==> src/rtl/uart_rx_fifo.sv <==
// uart_rx_fifo: receive-side byte buffer behind the UART receiver.
// Captures each byte offered on the new_data/ack_data handshake into a
// first-word-fall-through FIFO. The CPU side reads the head entry and sees
// the fill level, a sticky overflow flag and a threshold interrupt.
module uart_rx_fifo #(
    parameter int unsigned DEPTH     = 16,
    parameter int unsigned THRESHOLD = 1
) (
    input  logic                         i_clk,
    input  logic                         i_rst_n,
    input  logic [7:0]                   i_rx_data,
    input  logic                         i_new_data,
    output logic                         o_ack_data,
    output logic [7:0]                   o_rd_data,
    output logic                         o_rd_valid,
    input  logic                         i_rd_en,
    input  logic                         i_clr,
    output logic [$clog2(DEPTH+1)-1:0]   o_count,
    output logic                         o_overflow,
    output logic                         o_irq
);

    localparam int unsigned PW = $clog2(DEPTH);
    localparam int unsigned CW = $clog2(DEPTH + 1);

    logic [7:0]    mem_q [DEPTH];
    logic [PW-1:0] wptr_q, wptr_d;
    logic [PW-1:0] rptr_q, rptr_d;
    logic [CW-1:0] count_q, count_d;
    logic          ack_q, ack_d;
    logic          ovf_q, ovf_d;

    logic capture;
    logic empty;
    logic full;
    logic pop;
    logic push;
    logic drop;

    // Handshake decode, push/pop qualification and next-state computation.
    always_comb begin
        capture = i_new_data && !ack_q;
        empty   = (count_q == '0);
        full    = (count_q == CW'(DEPTH));
        // A flush overrides both sides: the captured byte is still acked
        // but never stored, and it does not count as a drop.
        pop     = i_rd_en && !empty && !i_clr;
        push    = capture && (!full || pop) && !i_clr;
        drop    = capture && full && !pop && !i_clr;

        ack_d   = capture;
        wptr_d  = wptr_q;
        rptr_d  = rptr_q;
        count_d = count_q;
        ovf_d   = ovf_q;

        if (i_clr) begin
            wptr_d  = '0;
            rptr_d  = '0;
            count_d = '0;
            ovf_d   = 1'b0;
        end else begin
            if (push) wptr_d = wptr_q + PW'(1);
            if (pop)  rptr_d = rptr_q + PW'(1);
            case ({push, pop})
                2'b10:   count_d = count_q + CW'(1);
                2'b01:   count_d = count_q - CW'(1);
                default: count_d = count_q;
            endcase
            if (drop) ovf_d = 1'b1;
        end
    end

    // Control state: ack pulse, pointers, fill level and sticky overflow.
    always_ff @(posedge i_clk or negedge i_rst_n) begin
        if (!i_rst_n) begin
            ack_q   <= 1'b0;
            wptr_q  <= '0;
            rptr_q  <= '0;
            count_q <= '0;
            ovf_q   <= 1'b0;
        end else begin
            ack_q   <= ack_d;
            wptr_q  <= wptr_d;
            rptr_q  <= rptr_d;
            count_q <= count_d;
            ovf_q   <= ovf_d;
        end
    end

    // Byte storage; an entry is written only on a qualified push.
    always_ff @(posedge i_clk or negedge i_rst_n) begin
        if (!i_rst_n) begin
            for (int unsigned i = 0; i < DEPTH; i++) begin
                mem_q[i] <= '0;
            end
        end else if (push) begin
            mem_q[wptr_q] <= i_rx_data;
        end
    end

    assign o_ack_data = ack_q;
    assign o_count    = count_q;
    assign o_rd_valid = !empty;
    assign o_overflow = ovf_q;
    assign o_irq      = (count_q >= CW'(THRESHOLD));
    // Head entry falls through; forced to zero while empty so the bus
    // never sees stale data.
    assign o_rd_data  = empty ? '0 : mem_q[rptr_q];

endmodule

==> config.mk <==
export PLATFORM = sky130hd
export DESIGN_NAME = uart_rx_fifo
export DESIGN_NICKNAME = d
export VERILOG_FILES = /design/src/rtl/uart_rx_fifo.sv
export SDC_FILE = /design/constraint.sdc
export NUM_CORES = 1
export LEC_CHECK = 0
export BUFFER_PORTS_ARGS = -buffer_cell sky130_fd_sc_hd__buf_2
export CAP_MARGIN = 10
export CORE_MARGIN = 1.5
export CORE_UTILIZATION = 55
export DETAILED_ROUTE_END_ITERATION = 8
export HOLD_SLACK_MARGIN = 0.15
export MAX_ROUTING_LAYER = met4
export PLACE_DENSITY = 0.73
export SYNTH_ARGS = -nofsm -noshare
export SYNTH_HDL_FRONTEND = slang
export SYNTH_SLANG_ARGS = --single-unit
==> constraint.sdc <==
create_clock -name i_clk -period 2.3 [get_ports i_clk]
set_input_delay 0.23 -clock i_clk [delete_from_list [all_inputs] [get_ports i_clk]]
set_output_delay 0.23 -clock i_clk [all_outputs]
set_load 0.05 [all_outputs]
; Word level (Yosys, flattened, before mapping)
; Index checks and enable logic that the tools add are counted.
[op_classes]
n_addsub = 4
magnitude_cmp = 4
eq_ne = 3
muxes = 15
bitwise_logic = 2
reduce_logical = 20
[ops]
columns = cell, count
row1 = bitwise mux 128 bit, 1
row2 = binary-select mux 8 bit (select 4 bit), 1
row3 = demux 8 bit (select 4 bit), 1
row4 = two-way mux 8 bit, 4
row5 = two-way mux 4 bit, 4
row6 = >= comparator 5 bit (second input constant), 2
row7 = NOT 4 -> 5 bit, 2
row8 = case mux 5 bit (2 select lines), 1
row9 = logical AND 1 bit, 9
row10 = adder 4 x 1 -> 4 bit (second input constant), 2
row11 = nonzero test 2 bit, 3
row12 = adder 5 x 1 -> 5 bit (second input constant), 1
row13 = == test 5 bit (second input constant), 1
row14 = >= comparator 5 x 1 -> 1 bit (second input constant), 1
row15 = logical NOT 1 bit, 5
row16 = logical NOT 5 bit, 1
row17 = less-than comparator 5 x 1 -> 1 bit (second input constant), 1
row18 = two-way mux 5 bit, 1
row19 = subtractor 5 x 1 -> 5 bit (second input constant), 1
row20 = nonzero test 3 bit, 1
row21 = == test 2 x 1 -> 1 bit (second input constant), 1
row22 = == test 2 bit (second input constant), 1
row23 = two-way mux 1 bit, 2
row24 = logical OR 1 bit, 1
[totals]
ff_bits = 143

; Depth between registers and ports, before layout
; Gate-level depths: netlist of the first run.
[depth]
depth_word = 10
ltp_mapped = 8
depth_no_buf = 6

; Worst setup path after synthesis of the first run
; Ideal clock, no wire load.
[synth_timing]
path_kind = reg-to-output
startpoint = reg count_q[0] (netlist: o_count[0])
endpoint = out o_rd_data[1]
arrival_time_ns = 2.652
t_required_ns = 2.070
slack_ns = -0.582
path_stages_with_launch = 8
n_path_buf = 2
path_cell_list = dfrtp_1 > inv_1 > ha_1 > or4b_1 > buf_6 > or2b_1 > clkbuf_1 > o22ai_1
[synth_via]
elab_chain_len = 2
[synth_lines]
columns = element, line
row1 = start: declaration, 29  ; logic [CW-1:0] count_q, count_d;
row2 = start signal: assignment, 86  ; count_q <= count_d;
row3 = logical NOT 5 bit, 43  ; empty = (count_q == '0);
row4 = two-way mux 8 bit, 109  ; assign o_rd_data = empty ? '0 : mem_q[rptr_q];
row5 = end: declaration, 14  ; output logic [7:0] o_rd_data,
; Every way passes these cells.

; Worst setup path after layout of the first run
[layout_timing]
startpoint = reg rptr_q[0]
endpoint = out o_rd_data[7]
[layout_via]
elab_chain_len = 5
[layout_lines]
columns = element, line
row1 = start: declaration, 28  ; logic [PW-1:0] rptr_q, rptr_d;
row2 = start signal: assignment, 85  ; rptr_q <= rptr_d;
row3 = NOT 4 -> 5 bit (not written as such), 109
row4 = binary-select mux 8 bit (select 4 bit), 109
row5 = two-way mux 8 bit (not written as such) (2 in series), 109
row6 = two-way mux 8 bit, 109
; Every way passes these cells. The select of a mux whose other input is x is not followed.

==> impl_results.md, run 1 <==
- Synth warn: 0
- WL final: 15300 um
- Max incr delay on CP: 0.53 ns
- Reg2Reg Depth: 6
- Sequential Area: 3580 um2
- Multi-input gate area: 3300 um2
- Hpwl dp: 9680 um
- Met3 wire length: 589 um
- Initial antenna violation count: 0
- Antenna Diode Count: 0
- Cells after Synth: 468
- Ratio of cells with drive above 1 in the final layout: 54.0%
- Height of the die: 115 um
- Mean Syn Cell Area: 14.6 um2
- Startpoint types: flip-flop
- TNS Setup: -0.874 ns
- Grt ovf: 0
- TritonCTS sink count: 143
- DR vias: 4240
- Worst path slowest cell: mux4_2
- Hold Path Class: input pin to asynchronous set/reset pin
- Yosys top cell by area: dfrtp_1
- Synth unique cells: 44
- Primary FF master, synth: dfrtp_1
- DRC: 0
- Global-route wire length before repair: 25100 um
- H-tree depth: 4
- Initial core utilization: 56.8%
- Pwr per Cell Area: 1050 nW/um2
- Pins Over Slew Limit: 0
- Largest net degree at the start of global routing: 57
- Core Region: 12100 um2
- Max layer used: met4
- Slew @ Worst Pin: 0.742 ns
- EDFF count, synth: 0
- Status: finished, violations left
- CP arrival: 2.19 ns
- Count leader, synth: dfrtp_1
- Vias/cell: 5.96
- RSZ-0062 raised after global routing: true
- Synth top area share: 52.2%
- Final period util: 105%
- Post-synth top cells: dfrtp_1, mux2_2, mux4_2
- Final hold violations: 0
- Fin crit period: 2.42 ns
- Post-route ant nets: 0
- Max_slew headroom: 50.3%
- Leak Pwr: 3.76 nW
- Synth Cell Area: 6850 um2
- DR WL/cell: 21.4 um
- CTS tree: built
- Met2 wire len: 7760 um
- Die area: 13100 um2
- Nature of the critical path endpoint: output pin
- Synthesized flop and latch total: 143
- Metal-1 WL: 6690 um
- Vias in the first global route: 4566
- CP Class: flip-flop to output pin
- Max VDD drop: 0.887 mV
- Clk_lat worst skew: 0.42 ns
- Row count: 40
- Nets@finish: 553
- Drt first-iter violations: 280
- Pwr Total: 8.73 mW
- Boundary Pins: 30
- Max Cap Viol: 0
- Synthesized Nets: 490
- Core Util, Final: 68.6%
- Clk buf depth: 2
- Synth top area cells: dfrtp_1, mux2_2, mux4_2
- Crit-path max FO: 12
- Pre-CTS WS: 0.0416 ns
- Layout area overhead: 20.8%
- Root buffer cell: clkbuf_16
- Sequential area share after synthesis: 52.2%
- Clk_skew: 0.00545 ns
- PortBufs: 29
- Global Route Usage Sum: 27.0%
- DR pass1 iterations: 4
- Crit path cell chain: buf_12, mux4_2, mux2i_2, buf_4, o22ai_4, buf_6
- Hold Slack: 0.265 ns
- Routability cong.: 0.856
- Share of synthesized registers carrying an async set or reset: 100%
- Achievable Freq: 0.413 GHz
- Required @ worst endpoint: 2.07 ns
- Failing checks: negative setup slack
- Clock-pin slew on the worst setup and hold paths: 0.06 ns
- Fin worst setup slack: -0.119 ns
- Final setup viols: 8
- Fillers: 835
- Die W: 115 um
- Num CTS Buffers: 17
==> layout by cell type (no fill, tap or decap), types with 5 or more instances in the layout <==
| cell type | netlist | final |
|---|---|---|
| nand3_1 | 6 | 6 |
| buf_2 | 5 | 20 |
| nor2_1 | 22 | 11 |
| buf_6 | 2 | 9 |
| dfrtp_1 | 143 | 140 |
| mux2_1 | 5 | 5 |
| buf_4 | 0 | 35 |
| mux2i_1 | 18 | 13 |
| clkbuf_16 | 0 | 17 |
| mux2i_2 | 0 | 5 |
| buf_12 | 0 | 6 |
| clkbuf_1 | 20 | 6 |
| mux2_2 | 124 | 124 |
| nor2_2 | 1 | 12 |
| ha_1 | 9 | 8 |
| mux4_2 | 32 | 32 |
| o22ai_4 | 0 | 8 |
| nand2_1 | 13 | 12 |
==> per-layer routing <==
metal  vias up  track usage, %
met5         -               -
met4         0            9.92
met3        19            5.77
met2        98            42.8
met1      2250            34.6
li1       1873               -
==> cell families after synthesis <==
| group | count (synthesis) | synth area share [%] |
|---|---|---|
| adders and majority gates | 9 | 1.64 |
| and+or+nand+nor | 71 | 6.36 |
| muxes | 179 | 34.4 |
| xor gates and xnor gates | 7 | 0.895 |
| DFF | 143 | 52.2 |
| buffers and inverters | 34 | 2.17 |
| AOI/OAI and AO/OA | 25 | 2.34 |
==> layout make-up <==
| type | count | area share (%) |
|---|---|---|
| clock buffer | 26 | 5.91 |
| multi-input combinational | 291 | 39.9 |
| timing repair buffer | 72 | 7.36 |
| tap | 168 | 2.54 |
| clock inverter | 6 | 0.696 |
| sequential | 143 | 43.3 |
| inverter | 6 | 0.333 |
==> worst paths after layout <==
kind | startpoint | end | slack (ns)
max reg2reg | o_count[0] | mem_q[29] | 0.10
min | i_rst_n | o_count[3] | 0.27
max | rptr_q[0] | o_rd_data[7] | -0.12
max in group asynchronous | i_rst_n | mem_q[57] | 1.32
min in group i_clk | i_clr | wptr_q[1] | 0.27
min reg2reg | mem_q[97] | mem_q[97] | 0.49
==> flip-flops by register name, summed over array words and instances (netlist names) <==
register	flops
rptr_q	4
o_ack_data	1
o_overflow	1
o_count	5
mem_q	128
wptr_q	4
==> stage by stage <==
stage,cell area [um2],std cells
2_1_floorplan,7000,468
3_3_place_gp,7560,674
3_5_place_dp,7560,674
4_1_cts,8270,713
5_1_grt,8270,712
6_report,8270,712
==> power by group <==
group / internal, mW / switching (mW) / leakage (nW)
registers: 2.77 / 0.169 / 1.95
logic: 1.45 / 1.80 / 1.54
clock network: 1.56 / 0.978 / 0.268
==> what timing repair did <==
item,in CTS,in global routing
hold buffers,1,0
pin swaps,3,4
cloned,1,0
buffers inserted,5,0
resized for setup,23,12
setup endpoints to repair,8,59
endpoints found under the hold margin,90,0
==> worst max-delay path: cells and delay by family, from the launching register on <==
kind / cells / cell delay [ns]
mux: 2 / 0.72
compound gates: 1 / 0.07
buf+inv: 3 / 0.52
flops: 1 / 0.44
Note: power is estimated with default switching activity, not from simulation.
==> run 2, diff against run 1 <==
SKIP_CTS_REPAIR_TIMING = 1   (was not set)
==> run 2 against run 1 <==
  * Core utilization decreased by 0.45 points
  * The flow still finishes with violations (negative setup slack)
  * Combinational power decreased by 4%
  * Clock skew about the same
  * Setup slack got worse by 0.045 ns
  * Sequential power about the same
  * Die area unchanged
  * Hold slack got worse by 0.0032 ns
==> impl_results.md, run 2 (same netlist as run 1, synthesis figures left out) <==
- Status: finished, violations left (unchanged)
- Failing checks: negative setup slack (unchanged)
- Most frequent cells in the layout: dfrtp_1, mux2_2, buf_4 (unchanged)
- Slew @ Worst Pin: 0.743 ns (was 0.742 ns)
- Clk_skew: 0.00556 ns (was 0.00545 ns)
- Drt first-iter violations: 270 (was 280)
- Largest net degree at the start of global routing: 57 (unchanged)
- Pre-CTS WS: 0.0416 ns (unchanged)
- Vias in the first global route: 4475 (was 4566)
- DR vias: 4189 (was 4240)
- Switching power: 2.89 mW (was 2.94 mW)
- Comb power frac: 36.4% (was 37.2%)
- RSZ-0062 raised after global routing: true (unchanged)
- Height of the die: 115 um (unchanged)
- Pwr per Cell Area: 1050 nW/um2 (about the same)
- Num CTS Buffers: 17 (unchanged)
- Fin crit period: 2.46 ns (was 2.42 ns)
- Final Cell Area: 8220 um2 (was 8270 um2)
- Hold Path Class: input pin to flip-flop (was input pin to asynchronous set/reset pin)
- Vias/cell: 5.91 (was 5.96)
- Routability cong.: 0.856 (unchanged)
- WL final: 14900 um (was 15300 um)
- Initial core utilization: 56.8% (unchanged)
- Ratio of cells with drive above 1 in the final layout: 53.2% (was 54.0%)
- CP Class: flip-flop to output pin (unchanged)
- Crit-path max FO: 23 (was 12)
- Max_slew headroom: 50.3% (about the same)
- Leak Pwr: 3.73 nW (was 3.76 nW)
- Hold Crit Depth: 3
- M2 GR Usage: 41.8% (was 42.8%)
- Post-DP Area: 7560 um2 (unchanged)
- Routing usage on met3: 5.24% (was 5.77%)
- Max Cap Viol: 0 (unchanged)
- Global-route wire length before repair: 24500 um (was 25100 um)
- Layout area overhead: 20.0% (was 20.8%)
- DR pass1 iterations: 4 (unchanged)
- Pins Over Slew Limit: 0 (unchanged)
- Final hold violations: 0 (unchanged)
- Switch share: 33.6% (was 33.7%)
- Final period util: 107% (was 105%)
- Clock-pin slew on the worst setup and hold paths: 0.06 ns (about the same)
- Root buffer cell: clkbuf_16 (unchanged)
- Internal Power: 5.71 mW (was 5.78 mW)
- Die area: 13100 um2 (unchanged)
- Post-route ant nets: 0 (unchanged)
- Most flops, register: mem_q (unchanged)
- Seq pwr share: 34.1% (was 33.7%)
- Startpoint types: flip-flop (unchanged)
- Achievable Freq: 0.406 GHz (was 0.413 GHz)
- Grt ovf: 0 (unchanged)
- Boundary Pins: 30 (unchanged)
- Setup slack on the worst flop-to-flop path: 0.08 ns (was 0.10 ns)
- Required @ worst endpoint: 2.07 ns (about the same)
- Clk_lat worst skew: 0.42 ns (about the same)
- Final setup viols: 8 (unchanged)
- Reg2Reg Depth: 8 (was 6)
- Nature of the critical path endpoint: output pin (unchanged)
- Nets@finish: 550 (was 553)
- Clk pwr share: 29.5% (was 29.1%)
- Row count: 40 (unchanged)
- Max VDD drop: 0.888 mV (was 0.887 mV)
- DRC: 0 (unchanged)
- DR WL/cell: 21.0 um (was 21.4 um)
- Most Used Layer, Global Route: met2 (unchanged)
- Fillers: 851 (was 835)
- H-tree depth: 4 (unchanged)
- Clk buf depth: 2 (unchanged)
- Commonest non-fill, non-tap cell in the layout: dfrtp_1 (unchanged)
- CTS tree: built (unchanged)
- PortBufs: 29 (unchanged)
- Max reg flops: 128 (unchanged)
- Die W: 115 um (unchanged)
- Antenna Diode Count: 0 (unchanged)
- CP arrival: 2.23 ns (was 2.19 ns)
- Met1 global-route usage: 34.2% (was 34.6%)
- Fin worst setup slack: -0.164 ns (was -0.119 ns)
- Core Region: 12100 um2 (unchanged)
- Global Route Usage Sum: 26.3% (was 27.0%)
- Initial antenna violation count: 0 (unchanged)
- Hpwl dp: 9680 um (unchanged)
- TritonCTS sink count: 143 (unchanged)
- Pwr Total: 8.60 mW (was 8.73 mW)
[run 2: cell types whose count changed in the layout (fill, tap and decap cells not counted), sizes merged]
| cell | previous run | this run |
|---|---|---|
| buf | 71 | 68 |
[run 2: through the flow]
stage	std cells	hold WS (ns)	TNS [ns]	utilization, %
floorplan	468	-0.0656	0	-
global placement	674	0.150	0	62.7
detailed placement	674	0.152	0	62.7
CTS	706	-0.300	-2.34	67.2
global route	709	0.273	-1.91	68.2
finish	709	0.262	-1.19	68.2
[run 2: area by class of cell]
cell class                 instances  area, um2  area share, %
clock buffer                      26        489           5.95
clock inverter                     6       57.6          0.700
inverter                           6       27.5          0.335
multi-input combinational        291       3290           40.0
sequential                       143       3580           43.6
tap                              168        210           2.56
timing repair buffer              69        567           6.89
[run 2: critical path, cell delays in order, from the launching register on]
cell and delay [ns]:
dfrtp_2 0.39, buf_12 0.23, mux4_2 0.55, mux2i_1 0.32
o22ai_4 0.13, buf_6 0.17
[run 2: power by group through the flow]
stage	Clock, mW	Combinational (mW)	Sequential [mW]
6_report	2.54	3.13	2.93
5_1_grt	2.70	3.33	2.96
4_1_cts	2.58	2.95	2.93
3_5_place_dp	0	2.94	2.97
3_3_place_gp	0	2.90	2.95
2_1_floorplan	0	2.14	3.04
[run 2: per-layer routing]
| layer | wire, um | part of all wire, % |
|---|---|---|
| met3 | 484 | 3.2 |
| met4 | 194 | 1.3 |
| met2 | 7530 | 50 |
| met1 | 6710 | 45 |
| met5 | 0 | 0 |
[run 2: worst paths after layout]
kind,endpoint,from
setup reg to reg,mem_q[100],o_count[0]
setup / recovery,o_rd_data[1],rptr_q[0]
max in group asynchronous,mem_q[57],i_rst_n
hold / removal,wptr_q[1],i_clr
hold reg to reg,mem_q[97],mem_q[97]
min in group asynchronous,o_count[3],i_rst_n
==> run 3, diff against run 2 <==
TNS_END_PERCENT = 1   (was not set)
==> run 3 against run 2 <==
  * The run still ends with negative setup slack left
  * Setup slack worse by 0.045 ns
  * Sequential share of layout area rose by 0.19 points
  * Non-clock buffer count decreased by 6
  * Clock skew up 0.0026 ns
  * Die area did not move
  * Flip-flop and latch count unchanged
  * First-iteration DRC count is 24% lower
  * Register-to-register slack worse by 0.03 ns
==> impl_results.md, run 3 (same netlist as run 1, synthesis figures left out) <==
- Status: finished, violations left (unchanged)
- Failing checks: negative setup slack (unchanged)
- Beginning of the critical path: o_count[1] (was rptr_q[0])
- Clk buf depth: 2 (unchanged)
- Core Region: 12100 um2 (unchanged)
- Max incr delay on CP: 0.53 ns (was 0.55 ns)
- DRC: 0 (unchanged)
- Nets@finish: 544 (was 550)
- Max_slew headroom: 42.4% (was 50.3%)
- Final hold violations: 0 (unchanged)
- CP Buf/Inv Count: 3 (was 2)
- Global Route Usage Sum: 26.2% (was 26.3%)
- Final period util: 109% (was 107%)
- Die W: 115 um (unchanged)
- Nature of the critical path endpoint: output pin (unchanged)
- Met1 global-route usage: 32.9% (was 34.2%)
- WL final: 14900 um (about the same)
- Height of the die: 115 um (unchanged)
- Boundary Pins: 30 (unchanged)
- Ratio of cells with drive above 1 in the final layout: 53.3% (was 53.2%)
- Commonest non-fill, non-tap cell in the layout: dfrtp_1 (unchanged)
- DR WL/cell: 21.2 um (was 21.0 um)
- Fin worst setup slack: -0.209 ns (was -0.164 ns)
- Initial core utilization: 56.8% (unchanged)
- Global-route wire length before repair: 24100 um (was 24500 um)
- Most flops, register: mem_q (unchanged)
- Max VDD drop: 0.809 mV (was 0.888 mV)
- Pwr per Cell Area: 1060 nW/um2 (was 1050 nW/um2)
- Layout area overhead: 19.5% (was 20.0%)
- Most frequent cells in the layout: dfrtp_1, mux2_2, mux4_2 (was dfrtp_1, mux2_2, buf_4)
- Routing usage on met3: 5.98% (was 5.24%)
- Crit path cell chain: inv_4, ha_4, or4b_4, or2b_1, buf_12, o22ai_4, buf_6 (was buf_12, mux4_2, mux2i_1, o22ai_4, buf_6)
- Post-DP Area: 7480 um2 (was 7560 um2)
- Hold Path Class: input pin to flip-flop (unchanged)
- Num CTS Buffers: 17 (unchanged)
- Grt ovf: 0 (unchanged)
- CP arrival: 2.28 ns (was 2.23 ns)
- Hold Path Origin: i_clr (unchanged)
- Most Used Layer, Global Route: met2 (unchanged)
- DR pass1 iterations: 4 (unchanged)
- Drt first-iter violations: 206 (was 270)
- Largest net degree at the start of global routing: 54 (was 57)
- Max Cap Viol: 0 (unchanged)
- RSZ-0062 raised after global routing: true (unchanged)
- Final setup viols: 9 (was 8)
- TNS Setup: -1.62 ns (was -1.19 ns)
- Startpoint types: flip-flop (unchanged)
- Clk_lat worst skew: 0.43 ns (was 0.42 ns)
- Post-route ant nets: 0 (unchanged)
- Fin crit period: 2.51 ns (was 2.46 ns)
- Required @ worst endpoint: 2.07 ns (about the same)
- DR vias: 4129 (was 4189)
- Crit-path max FO: 8 (was 23)
- CP top delay family: simple AND/OR/NAND/NOR gates (was multiplexers)
- M2 GR Usage: 41.9% (was 41.8%)
- Vias in the first global route: 4406 (was 4475)
- Worst path slowest cell: or4b_4 (was mux4_2)
- Initial antenna violation count: 0 (unchanged)
- H-tree depth: 4 (unchanged)
- Row count: 40 (unchanged)
- Leak Pwr: 3.71 nW (was 3.73 nW)
- Die area: 13100 um2 (unchanged)
- Max reg flops: 128 (unchanged)
- Clk_skew: 0.00812 ns (was 0.00556 ns)
- Clock-pin slew on the worst setup and hold paths: 0.06 ns (about the same)
- CP Class: flip-flop to output pin (unchanged)
- Vias/cell: 5.87 (was 5.91)
- Pins Over Slew Limit: 0 (unchanged)
- Achievable Freq: 0.399 GHz (was 0.406 GHz)
- Routability cong.: 0.840 (was 0.856)
- Antenna Diode Count: 0 (unchanged)
- Hpwl dp: 9660 um (was 9680 um)
- Worst r2r src: o_count[1] (was o_count[0])
- Root buffer cell: clkbuf_16 (unchanged)
- TritonCTS sink count: 143 (unchanged)
- CTS tree: built (unchanged)
- Slew @ Worst Pin: 0.858 ns (was 0.743 ns)
- PortBufs: 29 (unchanged)
- Final Cell Area: 8190 um2 (was 8220 um2)
[run 3: cell count changes in the layout (fill, tap and decap cells not counted), sizes merged]
cell,before,now
buf,68,61
clkbuf,26,21
clkinv,4,3
clkinvlp,1,3
dlygate4sd3,1,2
inv,6,10
[run 3: worst paths after layout]
kind / endpoint / slack, ns / cells past startpoint
worst max-delay path: o_rd_data[7] / -0.21 / 7
worst min-delay path: wptr_q[3] / 0.25 / 3
worst max register to register: mem_q[120] / 0.05 / 6
worst min register to register: mem_q[99] / 0.48 / 1
max in group asynchronous: mem_q[100] / 1.26 / 3
min in group asynchronous: o_count[3] / 0.33 / 2
[run 3: per-layer routing]
| metal | up-vias | wire [um] |
|---|---|---|
| met5 | - | 0 |
| met4 | 0 | 338 |
| met3 | 31 | 386 |
| met2 | 67 | 7530 |
| met1 | 2174 | 6630 |
| li1 | 1857 | - |
[run 3: tightest hold or removal path, stage by stage]
cell	delay, ns
buf_2	0.13
buf_4	0.21
nor2_1	0.06
[run 3: cell type report]
| class | instances | area (um2) |
|---|---|---|
| Fill cell | 818 | 3880 |
| Sequential cell | 143 | 3580 |
| Multi-Input combinational cell | 291 | 3300 |
| Timing Repair Buffer | 63 | 512 |
| Clock buffer | 21 | 450 |
| Tap cell | 168 | 210 |
| Clock inverter | 11 | 106 |
| Inverter | 6 | 27.5 |
[run 3: report_power, final]
group	leakage (nW)	internal (mW)	total, mW	switching, mW
clock	0.265	1.52	2.59	1.06
combinational	1.49	1.39	3.18	1.79
sequential	1.95	2.77	2.92	0.152
[run 3: per-stage QoR]
step	total power [mW]	hold slack [ns]	std cells	utilization, %	setup WS [ns]
after global placement	5.81	0.206	664	62.0	0.0282
after CTS	8.49	-0.235	696	66.6	-0.344
after global routing	9.07	0.269	703	67.9	-0.254
after floorplan	5.18	-0.0656	468	-	-0.00611
after detailed placement	5.88	0.218	664	62.0	0.00391
final	8.69	0.254	703	67.9	-0.209
